### src/rtl/conf_pkg.sv
// conf_pkg: shared register map for conf_regs.
// Contains the register offsets, COR/CCSR bit positions, the CCSR writable
// mask, register reset values and the CCSR write-merge helper.
package conf_pkg;

  // Register offsets (register i sits at A[8:0] = 2*i)
  localparam int COR_IDX  = 0;
  localparam int CCSR_IDX = 1;

  // COR bit positions
  localparam int COR_INDEX_MSB = 5;
  localparam int COR_LEVLREQ   = 6;
  localparam int COR_SRESET    = 7;

  // CCSR bit positions
  localparam int CCSR_INTR   = 1;
  localparam int CCSR_PWRDWN = 2;
  localparam int CCSR_AUDIO  = 3;
  localparam int CCSR_IOIS8  = 5;

  // Plain read/write CCSR bits; Intr is write-1-to-clear, the rest read 0
  localparam logic [7:0] CCSR_WMASK =
    8'((1 << CCSR_PWRDWN) | (1 << CCSR_AUDIO) | (1 << CCSR_IOIS8));
  localparam logic [7:0] CCSR_INTR_MASK = 8'(1 << CCSR_INTR);

  // COR value held while the card core is in soft reset
  localparam logic [7:0] COR_SRESET_ONLY = 8'(1 << COR_SRESET);

  // Reset value of every register
  localparam logic [7:0] REG_RST = 8'h00;

  // Host write into CCSR: plain bits take the data, Intr clears on a 1
  function automatic logic [7:0] ccsr_write(input logic [7:0] cur,
                                            input logic [7:0] wdata);
    return (wdata & CCSR_WMASK) | (cur & CCSR_INTR_MASK & ~wdata);
  endfunction

endpackage

### src/rtl/strobe_sync.sv
// strobe_sync: 2-flop synchroniser with registered edge flags.
// rise_o/fall_o are high for one CLK on the same cycle sync_o changes.
// RST_VAL sets the reset level so idle-high strobes give no edge at reset exit.
module strobe_sync #(
  parameter logic RST_VAL = 1'b0
) (
  input  logic CLK,
  input  logic RESET,
  input  logic strobe_i,
  output logic sync_o,
  output logic rise_o,
  output logic fall_o
);

  logic meta_q;
  logic sync_q;
  logic rise_q;
  logic fall_q;

  // Two-stage synchroniser; edges computed from the stage feeding sync_q
  always_ff @(posedge CLK or posedge RESET) begin
    if (RESET) begin
      meta_q <= RST_VAL;
      sync_q <= RST_VAL;
      rise_q <= 1'b0;
      fall_q <= 1'b0;
    end else begin
      meta_q <= strobe_i;
      sync_q <= meta_q;
      rise_q <= meta_q & ~sync_q;
      fall_q <= ~meta_q & sync_q;
    end
  end

  assign sync_o = sync_q;
  assign rise_o = rise_q;
  assign fall_o = fall_q;

endmodule

### src/rtl/conf_regs.sv
// conf_regs: attribute-memory configuration registers (COR, CCSR, scratch)
// with interrupt request generation and optional COR soft-reset sequencing.
// Build option: define CONF_SRESET_EN to enable COR.SRESET soft reset and
// the RST_HOLD release window; otherwise COR[7] is plain storage.
// Handshake: the host has no valid/ready; a write is a WE low period with
// REGSELB low, and it commits on the synchronised WE rising edge.
module conf_regs
  import conf_pkg::*;
#(
  parameter int         NUM_REGS     = 4,
  parameter logic [5:0] CONFIG_INDEX = 6'd1,
  parameter int         PULSE_CYCLES = 8,
  parameter int         RST_HOLD     = 16
) (
  input  logic        CLK,
  input  logic        RESET,
  input  logic [7:0]  D_in,
  input  logic [15:0] A,
  input  logic        REGSELB,
  input  logic        OE,
  input  logic        WE,
  input  logic        IRQ_IN,
  output logic [7:0]  D_out,
  output logic        DDIR,
  output logic        CONFIGURED,
  output logic        IREQ,
  output logic        SOFT_RESET
);

  logic we_sync, we_rise, we_fall;
  logic rsel_sync, rsel_rise, rsel_fall;
  logic irq_sync, irq_rise, irq_fall;

  strobe_sync #(.RST_VAL(1'b1)) u_we_sync (
    .CLK(CLK), .RESET(RESET), .strobe_i(WE),
    .sync_o(we_sync), .rise_o(we_rise), .fall_o(we_fall));

  strobe_sync #(.RST_VAL(1'b1)) u_rsel_sync (
    .CLK(CLK), .RESET(RESET), .strobe_i(REGSELB),
    .sync_o(rsel_sync), .rise_o(rsel_rise), .fall_o(rsel_fall));

  strobe_sync #(.RST_VAL(1'b0)) u_irq_sync (
    .CLK(CLK), .RESET(RESET), .strobe_i(IRQ_IN),
    .sync_o(irq_sync), .rise_o(irq_rise), .fall_o(irq_fall));

  logic unused_sig;
  assign unused_sig = ^{A[15:10], we_fall, rsel_rise, rsel_fall, irq_sync, irq_fall};

  logic [9:0] cap_a_q, cap_a_d;
  logic [7:0] cap_d_q, cap_d_d;
  logic [7:0] regs_q [NUM_REGS];
  logic [7:0] regs_d [NUM_REGS];
  logic [7:0] pulse_cnt_q, pulse_cnt_d;
  logic       ireq_q, ireq_d;
  logic       wr_en;
  logic [7:0] wr_idx;
  logic       locked;
  logic       levl_req;
  logic       intr_set;

  // Read side is purely combinational so reads see no clock latency
  assign DDIR       = ~REGSELB & ~OE & A[9];
  assign CONFIGURED = (regs_q[COR_IDX][COR_INDEX_MSB:0] == CONFIG_INDEX);
  assign levl_req   = regs_q[COR_IDX][COR_LEVLREQ];
  assign IREQ       = ireq_q;

  // Read mux: even addresses inside the register range, otherwise zero
  always_comb begin
    D_out = 8'h00;
    if (!A[0]) begin
      for (int i = 0; i < NUM_REGS; i++) begin
        if (A[8:1] == 8'(i)) D_out = regs_q[i];
      end
    end
  end

  // Keep sampling address/data while the synced write strobe is active
  always_comb begin
    cap_a_d = cap_a_q;
    cap_d_d = cap_d_q;
    if (!we_sync && !rsel_sync) begin
      cap_a_d = A[9:0];
      cap_d_d = D_in;
    end
  end

  assign wr_en  = we_rise & cap_a_q[9] & ~cap_a_q[0];
  assign wr_idx = cap_a_q[8:1];

  // Register next state: host commit, then Intr set (set beats clear)
  always_comb begin
    regs_d = regs_q;
    for (int i = 0; i < NUM_REGS; i++) begin
      if (wr_en && wr_idx == 8'(i)) begin
        if (i == COR_IDX) begin
          regs_d[i] = cap_d_q;
        end else if (!locked) begin
          if (i == CCSR_IDX) regs_d[i] = ccsr_write(regs_q[i], cap_d_q);
          else               regs_d[i] = cap_d_q;
        end
      end
    end
    if (irq_rise) regs_d[CCSR_IDX][CCSR_INTR] = 1'b1;
`ifdef CONF_SRESET_EN
    if (regs_d[COR_IDX][COR_SRESET]) begin
      for (int i = 0; i < NUM_REGS; i++) begin
        if (i != COR_IDX) regs_d[i] = REG_RST;
      end
      regs_d[COR_IDX] = COR_SRESET_ONLY;
    end
`endif
  end

  assign intr_set = regs_d[CCSR_IDX][CCSR_INTR] & ~regs_q[CCSR_IDX][CCSR_INTR];

  // Pulse counter: loads on an Intr 0->1 in pulse mode, never restarts mid-pulse
  always_comb begin
    pulse_cnt_d = pulse_cnt_q;
    if (intr_set && CONFIGURED && !levl_req && pulse_cnt_q == 8'd0)
      pulse_cnt_d = 8'(PULSE_CYCLES);
    else if (pulse_cnt_q != 8'd0)
      pulse_cnt_d = pulse_cnt_q - 8'd1;
    ireq_d = CONFIGURED & (levl_req ? regs_q[CCSR_IDX][CCSR_INTR]
                                    : (pulse_cnt_q != 8'd0));
  end

  // Capture, register file, pulse counter and IREQ state
  always_ff @(posedge CLK or posedge RESET) begin
    if (RESET) begin
      cap_a_q     <= 10'd0;
      cap_d_q     <= 8'd0;
      for (int i = 0; i < NUM_REGS; i++) regs_q[i] <= REG_RST;
      pulse_cnt_q <= 8'd0;
      ireq_q      <= 1'b0;
    end else begin
      cap_a_q     <= cap_a_d;
      cap_d_q     <= cap_d_d;
      regs_q      <= regs_d;
      pulse_cnt_q <= pulse_cnt_d;
      ireq_q      <= ireq_d;
    end
  end

`ifdef CONF_SRESET_EN
  logic [7:0] hold_cnt_q, hold_cnt_d;

  // Non-COR writes are blocked in soft reset and during the release window
  assign locked     = regs_q[COR_IDX][COR_SRESET] | (hold_cnt_q != 8'd0);
  assign SOFT_RESET = regs_q[COR_IDX][COR_SRESET] | (hold_cnt_q != 8'd0);

  // Hold window starts when SRESET is cleared; re-setting SRESET cancels it
  always_comb begin
    hold_cnt_d = hold_cnt_q;
    if (regs_d[COR_IDX][COR_SRESET])      hold_cnt_d = 8'd0;
    else if (regs_q[COR_IDX][COR_SRESET]) hold_cnt_d = 8'(RST_HOLD);
    else if (hold_cnt_q != 8'd0)          hold_cnt_d = hold_cnt_q - 8'd1;
  end

  // Hold counter state
  always_ff @(posedge CLK or posedge RESET) begin
    if (RESET) hold_cnt_q <= 8'd0;
    else       hold_cnt_q <= hold_cnt_d;
  end
`else
  logic [7:0] unused_hold;
  assign unused_hold = 8'(RST_HOLD);
  assign locked      = 1'b0;
  assign SOFT_RESET  = 1'b0;
`endif

endmodule

### config.mk
export PLATFORM = sky130hd
export DESIGN_NAME = conf_regs
export DESIGN_NICKNAME = d
export VERILOG_FILES = /design/src/rtl/conf_pkg.sv /design/src/rtl/strobe_sync.sv /design/src/rtl/conf_regs.sv
export SDC_FILE = /design/constraint.sdc
export NUM_CORES = 1
export LEC_CHECK = 0
export ABC_AREA = 1
export CAP_MARGIN = 10
export CELL_PAD_IN_SITES_DETAIL_PLACEMENT = 0
export CELL_PAD_IN_SITES_GLOBAL_PLACEMENT = 1
export CORE_UTILIZATION = 42
export CTS_BUF_LIST = sky130_fd_sc_hd__clkbuf_2 sky130_fd_sc_hd__clkbuf_4 sky130_fd_sc_hd__clkbuf_8
export CTS_CLUSTER_SIZE = 8
export DETAILED_ROUTE_END_ITERATION = 10
export GPL_ROUTABILITY_DRIVEN = 1
export GPL_TIMING_DRIVEN = 0
export PLACE_DENSITY_LB_ADDON = 0.3
export REMOVE_ABC_BUFFERS = 1
export SYNTH_ARGS = -nofsm -noshare
export SYNTH_HDL_FRONTEND = slang
export SYNTH_SLANG_ARGS = --single-unit
### constraint.sdc
create_clock -name CLK -period 2.4 [get_ports CLK]
set_clock_uncertainty 0.05 [all_clocks]
set_input_delay 0.48 -clock CLK [delete_from_list [all_inputs] [get_ports CLK]]
set_output_delay 0.48 -clock CLK [all_outputs]
set_load 0.02 [all_outputs]
==> run metrics, run 1 <==
r2r endpoint=cap_a_q[9]; max incr delay on CP=0.63 ns; Crit path depth=3; Die X=86.4 um; setup TNS=0 ns; number of synthesized flops with an enable pin=0; per-cell routed wire length=12.6 um; worst reg2reg path depth=3; Pwr per Cell Area=697 nW/um^2; share of layout cells above drive strength 1=0.229; Max FO, Critical Path=2; post-synth top area cell=dfrtp_1; row count=30; final wirelength=6270 um; Buf+Inv Stages, Crit Path=2; Setup crit start kind=primary input; die span in y=86.4 um; gp weighted congestion=0.778; P_leak=0.00183 uW; CP arrival=1.75 ns; fill cell count=651; Final ANT Viol Nets=0; Port Buffer Count=34; CTS Hold Bufs=0; pins over their slew limit=0; Synth top area share=0.493; IR Drop Worst-Case VDD=333 uV; Crit Path Class=primary input to output port; Yosys cell types=29; htree depth=3; CP dominant cell by count=clkdlybuf4s50_1; Hold Slack=0.305 ns; critical path's slowest cell=clkdlybuf4s50_1; Seq cells post-synth=63; cell count after placement=469; max_slew headroom=0.476; initial antenna violation count=0; max_cap viols=0; min-delay src=u_rsel_sync.meta_q; total clock buffers created by CTS=9; yosys synthesis warning count=0; Post-Syn Instances=347; Via Count=2298; final hold viol count=0; Min-Delay Path Class=flop to flop; CTS sink cnt=63; syn_area_per_cell=8.62 um^2; register area share after synthesis=0.528; vias in the first global route=2256; Post-layout nets=428; DR pass1 iterations=4; Core Area=6830 um^2; clk slew on worst S/H paths=0.06 ns; Top Ports=42; GR Util All Layers=0.192; post-layout min period=2.28 ns; DIE AREA=7470 um^2; global-route wire length before repair=10800 um; Critical R2R Launch=u_we_sync.sync_o; most common flop cell mapped by yosys=dfrtp_1; CP Capture Point=DDIR; RSZ-0062 raised after global routing=false; worst path required time=1.87 ns; final setup violation count=0; final total power=2580 uW; clock root cell=clkbuf_8; delay-heaviest family, CP=buffers and inverters; total gr overflow=0; crit path from=A[9]; Initial Utilization=0.438; status=finished, final reports clean; Cell Area, Synth=2990 um^2; Max clock buf depth=2; flop2flop setup slack=0.75 ns; final worst path period share=0.951; Final HPWL DP=4030 um; largest net degree at the start of global routing=38; drt via density=4.62; DRC viols=0; upper clock frequency limit=438 MHz; CP cell instances=clkdlybuf4s50_1, nor3b_1, clkdlybuf4s50_1; ys async rst share=1.00; clk_lat worst skew=0.33 ns; First DRT Iteration DRCs=127; Worst Tran Pin Value=0.785 ns; Area contributors post-synth=dfrtp_1, nand2_1, inv_1; diodes inserted=0; CTS tree=done; Layout area overhead=23.7%; non-filler cells, final=497; Worst Setup End Kind=output port
[cell usage in the layout (no fill, tap or decap), drive strengths merged]
master	n
o21ai	47
mux2	1
conb	1
nand3b	1
nand4	6
o211ai	1
nor3	3
nand2	94
clkdlybuf4s50	17
nor3b	1
nor2	43
clkinv	2
or2	1
nand3	27
ha	2
dlymetal6s2s	5
inv	43
dfstp	4
buf	21
dlygate4sd2	4
clkbuf	15
dfrtp	59
a21oi	3
[registers in the layout, indices dropped and copies added (netlist names)]
register / count
IREQ: 1
cap_a_q: 10
cap_d_q: 8
levl_req: 1
pulse_cnt_q: 8
regs_q: 27
u_irq_sync.meta_q: 1
u_irq_sync.rise_o: 1
u_irq_sync.sync_o: 1
u_rsel_sync.meta_q: 1
u_rsel_sync.sync_o: 1
u_we_sync.meta_q: 1
u_we_sync.rise_o: 1
u_we_sync.sync_o: 1
[how the worst min path moves through the flow]
stage,endpoint,slack [ns],cells past startpoint
finish,u_rsel_sync.sync_o,0.30,0
global route,u_rsel_sync.sync_o,0.31,0
CTS,u_rsel_sync.sync_o,0.31,0
detailed placement,u_rsel_sync.sync_o,0.30,0
global placement,u_rsel_sync.sync_o,0.30,0
floorplan,u_rsel_sync.sync_o,0.30,0
[cell usage after synthesis (2+ instances only)]
cell,number
a21oi_1,3
nand2_1,84
inv_2,5
buf_6,4
buf_4,2
nor3_2,2
nor2_1,34
o21ai_2,16
ha_1,2
nor2_2,5
nand4_1,5
inv_1,39
nand2_2,10
clkbuf_1,2
o21ai_0,19
nand3_1,27
dfstp_2,4
nor2_4,4
o21ai_1,12
dfrtp_1,59
[per-stage QoR]
| step | cell area, um^2 | setup WS, ns | utilization |
|---|---|---|---|
| 6_report | 3700 | 0.117 | 0.542 |
| 5_1_grt | 3700 | 0.0499 | 0.542 |
| 4_1_cts | 3650 | -0.0188 | 0.534 |
| 3_5_place_dp | 3400 | -0.697 | 0.498 |
| 3_3_place_gp | 3380 | -0.869 | 0.495 |
| 2_1_floorplan | 2920 | 0.307 | - |
[cell type report]
type	count	area, um^2	area share
inverter	44	170	0.0460
clock buffer	15	169	0.0456
clock inverter	1	5.00	0.00135
multi-input combinational	231	1210	0.326
sequential	63	1580	0.427
timing repair buffer	47	448	0.121
tap	96	120	0.0325
[metal layers]
layer,vias to the layer above,routed length [um],track usage
li1,1188,-,-
met1,1071,3140,0.261
met2,31,2840,0.291
met3,8,200,0.0533
met4,0,85,0.0803
met5,-,0,0
[power by group]
group / internal (uW) / switching [uW] / total (uW)
combinational: 188 / 291 / 479
sequential: 1190 / 93.9 / 1280
clock: 444 / 375 / 818
[cells by family (layout without fill, tap and decap cells)]
| group | count (synthesis) | after routing | share of synthesized area |
|---|---|---|---|
| AO/OA/AOI/OAI | 51 | 51 | 0.106 |
| adder cells (fa/ha/maj) | 2 | 2 | 0.00836 |
| buffers and inverters | 53 | 107 | 0.0794 |
| flip-flops | 63 | 63 | 0.528 |
| multiplexers | 1 | 1 | 0.00376 |
| other | 1 | 1 | 0.00125 |
| AND/OR/NAND/NOR | 176 | 176 | 0.273 |
[timing repair]
item / 4_1_cts / 5_1_grt
endpoints found under the setup margin: 9 / 8
pin swaps: 3 / 4
resized for setup: 51 / 8
cloned: 0 / 0
buffers inserted: 9 / 2
endpoints found under the hold margin: 0 / 0
(Power assumes the default switching activity.)
==> run 2: changes to the inputs <==
Settings changed: CTS_CLUSTER_SIZE 8 to default.
==> results of run 2 <==
Same layout as run 1: the final DEF is identical, and so are final timing and power.
==> run 3: changes to the inputs <==
Settings changed: ABC_AREA 1 to default, CAP_MARGIN 10 to 30, CORE_UTILIZATION 42 to 45.
==> run 3 against run 2 <==
Power is 3.4% higher. Sequential power is 5% higher. Synthesized cell count is 44% lower. Critical path type unchanged.
==> run metrics, run 3 <==
Max FO, Critical Path=5 (+3); largest registers=regs_q: 27 flops, cap_a_q: 10 flops; DRC viols=0 (unchanged); Worst Setup End Kind=output port; drt via density=5.43 (+18%); status=finished, final reports clean; Layout area overhead=22.6%; final wirelength=5110 um (-19%); largest family of logic cells by synthesized area=multiplexers; Post-Synth XOR/XNOR Area=0.00940 (+0.00940); CTS Hold Bufs=0 (unchanged); final setup violation count=0 (unchanged); Finished Cell Area=3430 um^2 (-7.3%); DR pass1 iterations=4 (unchanged); pre-CTS WS=-0.892 ns (-0.195 ns); clk_lat worst skew=0.34 ns (about the same); Final HPWL DP=3570 um (-11%); cell count after placement=301 (-36%); most common cell after layout, fill and taps aside=dfrtp_1; Final ANT Viol Nets=0 (unchanged); mux share of post-synthesis cell area=0.232 (+0.228); Placed Area=3230 um^2 (-5.0%); Setup crit start kind=primary input; final worst path period share=0.964 (+0.0129); yosys synthesis warning count=0 (unchanged); CTS sink cnt=63 (unchanged); Post-layout nets=270 (-37%); Area contributors post-synth=dfrtp_1, mux2_2, dfstp_2; Compound-Gate Fraction of Synth Area=0.0443 (-0.0619); Port Buffer Count=34 (unchanged); final hold viol count=0 (unchanged); non-filler cells, final=318 (-36%); Cell Area, Synth=2800 um^2 (-6.6%); Max clock buf depth=2 (unchanged); Min-Delay Path Class=flop to flop; ys async rst share=1.00 (unchanged); global-route wire length before repair=8490 um (-21%); register area share after synthesis=0.566 (+0.0371); Via Count=1728 (-25%); most frequent cells in the layout=dfrtp_1, mux2_2, clkdlybuf4s50_1, clkbuf_8; Seq cells post-synth=63 (unchanged); max_slew headroom=0.520 (+0.0443); Crit Path Class=primary input to output port; worst path required time=1.87 ns (about the same); pins over their slew limit=0 (unchanged); Yosys cell types=43 (+48%); setup ws final=0.0856 ns (-0.0310 ns); GR Util All Layers=0.183 (-0.00950); vias in the first global route=1668 (-26%); Top Ports=42 (unchanged); per-cell routed wire length=16.1 um (+27%); CP arrival=1.78 ns (+0.03 ns); Largest Register=regs_q; clock root cell=clkbuf_8; Synth top cells by count=dfrtp_1, mux2_2, nor2_1; area share of fa/ha/maj cells after synthesis=0.00895 (+0.000587); post-synth top area cell=dfrtp_1; diodes inserted=0 (unchanged); gp weighted congestion=0.714 (-8.2%); First DRT Iteration DRCs=73 (-43%); Initial Utilization=0.470 (+0.0314); CTS tree=done; Synth top area share=0.528 (+0.0347); max reg flops=27 (unchanged); RSZ-0062 raised after global routing=false; most common flop cell mapped by yosys=dfrtp_1; max_cap viols=0 (unchanged); Pwr per Cell Area=778 nW/um^2 (+12%); post-layout min period=2.31 ns (+0.0310 ns); syn_area_per_cell=14.3 um^2 (+65%); Die X=80.8 um (-6.5%); P_leak=0.00154 uW (-16%); flop2flop setup slack=0.52 ns (-0.23 ns); Worst Tran Pin Value=0.718 ns (-0.0668 ns); share of layout cells above drive strength 1=0.412 (+0.182); die span in y=80.8 um (-6.5%); total clock buffers created by CTS=9 (unchanged); upper clock frequency limit=432 MHz (-1.3%); total gr overflow=0 (unchanged); htree depth=3 (unchanged); row count=28 (-6.7%); largest net degree at the start of global routing=39 (+2.6%); number of synthesized flops with an enable pin=0 (unchanged); clk slew on worst S/H paths=0.07 ns (about the same); Core Area=5960 um^2 (-13%); fill cell count=531 (-18%); Post-Synth Simple-Gate Area=0.120 (-0.152); DIE AREA=6530 um^2 (-13%); Post-Syn Instances=196 (-44%); IR Drop Worst-Case VDD=471 uV (+41%); most common cell in the synthesized netlist=dfrtp_1; initial antenna violation count=0 (unchanged)
run 3: kinds of logic (layout without fill, tap and decap cells):
logic type	after synthesis	in the layout
other cells	1	1
buf+inv	10	57
fa+ha+maj	2	2
xor+xnor	3	3
flops	63	63
mux	54	54
simple gates	48	48
compound gates	15	15
run 3: repair_timing:
| item | in CTS | in global routing |
|---|---|---|
| pin swaps | 1 | 0 |
| buffers inserted | 1 | 0 |
| gates resized for setup | 42 | 6 |
| endpoints found under the setup margin | 9 | 9 |
run 3: cell type report:
class | instances | area [um^2] | share of cell area
Tap cell | 75 | 93.8 | 0.0274
Inverter | 4 | 15.0 | 0.00438
Timing Repair Buffer | 37 | 340 | 0.0992
Multi-Input combinational cell | 123 | 1200 | 0.350
Clock inverter | 7 | 73.8 | 0.0215
Sequential cell | 63 | 1580 | 0.461
Clock buffer | 9 | 124 | 0.0361
run 3: path summary, 6_finish.rpt:
path,start,to,cells past startpoint
max,A[3],D_out[4],6
min,u_rsel_sync.meta_q,u_rsel_sync.sync_o,0
max reg2reg,pulse_cnt_q[0],pulse_cnt_q[3],5
min reg2reg,u_rsel_sync.meta_q,u_rsel_sync.sync_o,0
max in group asynchronous,RESET,u_we_sync.meta_q,3
min in group asynchronous,RESET,regs_q[0],2
run 3: worst max-delay path: stages:
cell and delay [ns]:
clkdlybuf4s50_1 0.46, nor4_4 0.28, buf_4 0.18, nand2_2 0.08
nor2_1 0.12, buf_2 0.17
run 3: power by group:
part           total, uW  internal [uW]  switching (uW)  leakage, uW
logic                413            226             187     0.000649
registers           1350           1200             154     0.000796
clock network        906            480             425    0.0000992
total               2670           1900             767      0.00154
run 3: per-layer routing:
layer  vias to the layer above  track usage  routed length [um]
met5                         -            0                   0
met4                         0       0.0589                  53
met3                         6       0.0753                 190
met2                        32        0.276                2550
met1                       882        0.240                2310
li1                        808            -                   -
run 3: stage by stage:
step / TNS [ns] / util / hold WS, ns / power, uW
2_1_floorplan: 0 / - / 0.295 / 1630
4_1_cts: 0 / 0.579 / 0.308 / 2700
6_report: 0 / 0.576 / 0.308 / 2670
5_1_grt: 0 / 0.576 / 0.310 / 2810
3_5_place_dp: -6.57 / 0.542 / 0.297 / 1780
3_3_place_gp: -57.43 / 0.536 / 0.296 / 1760
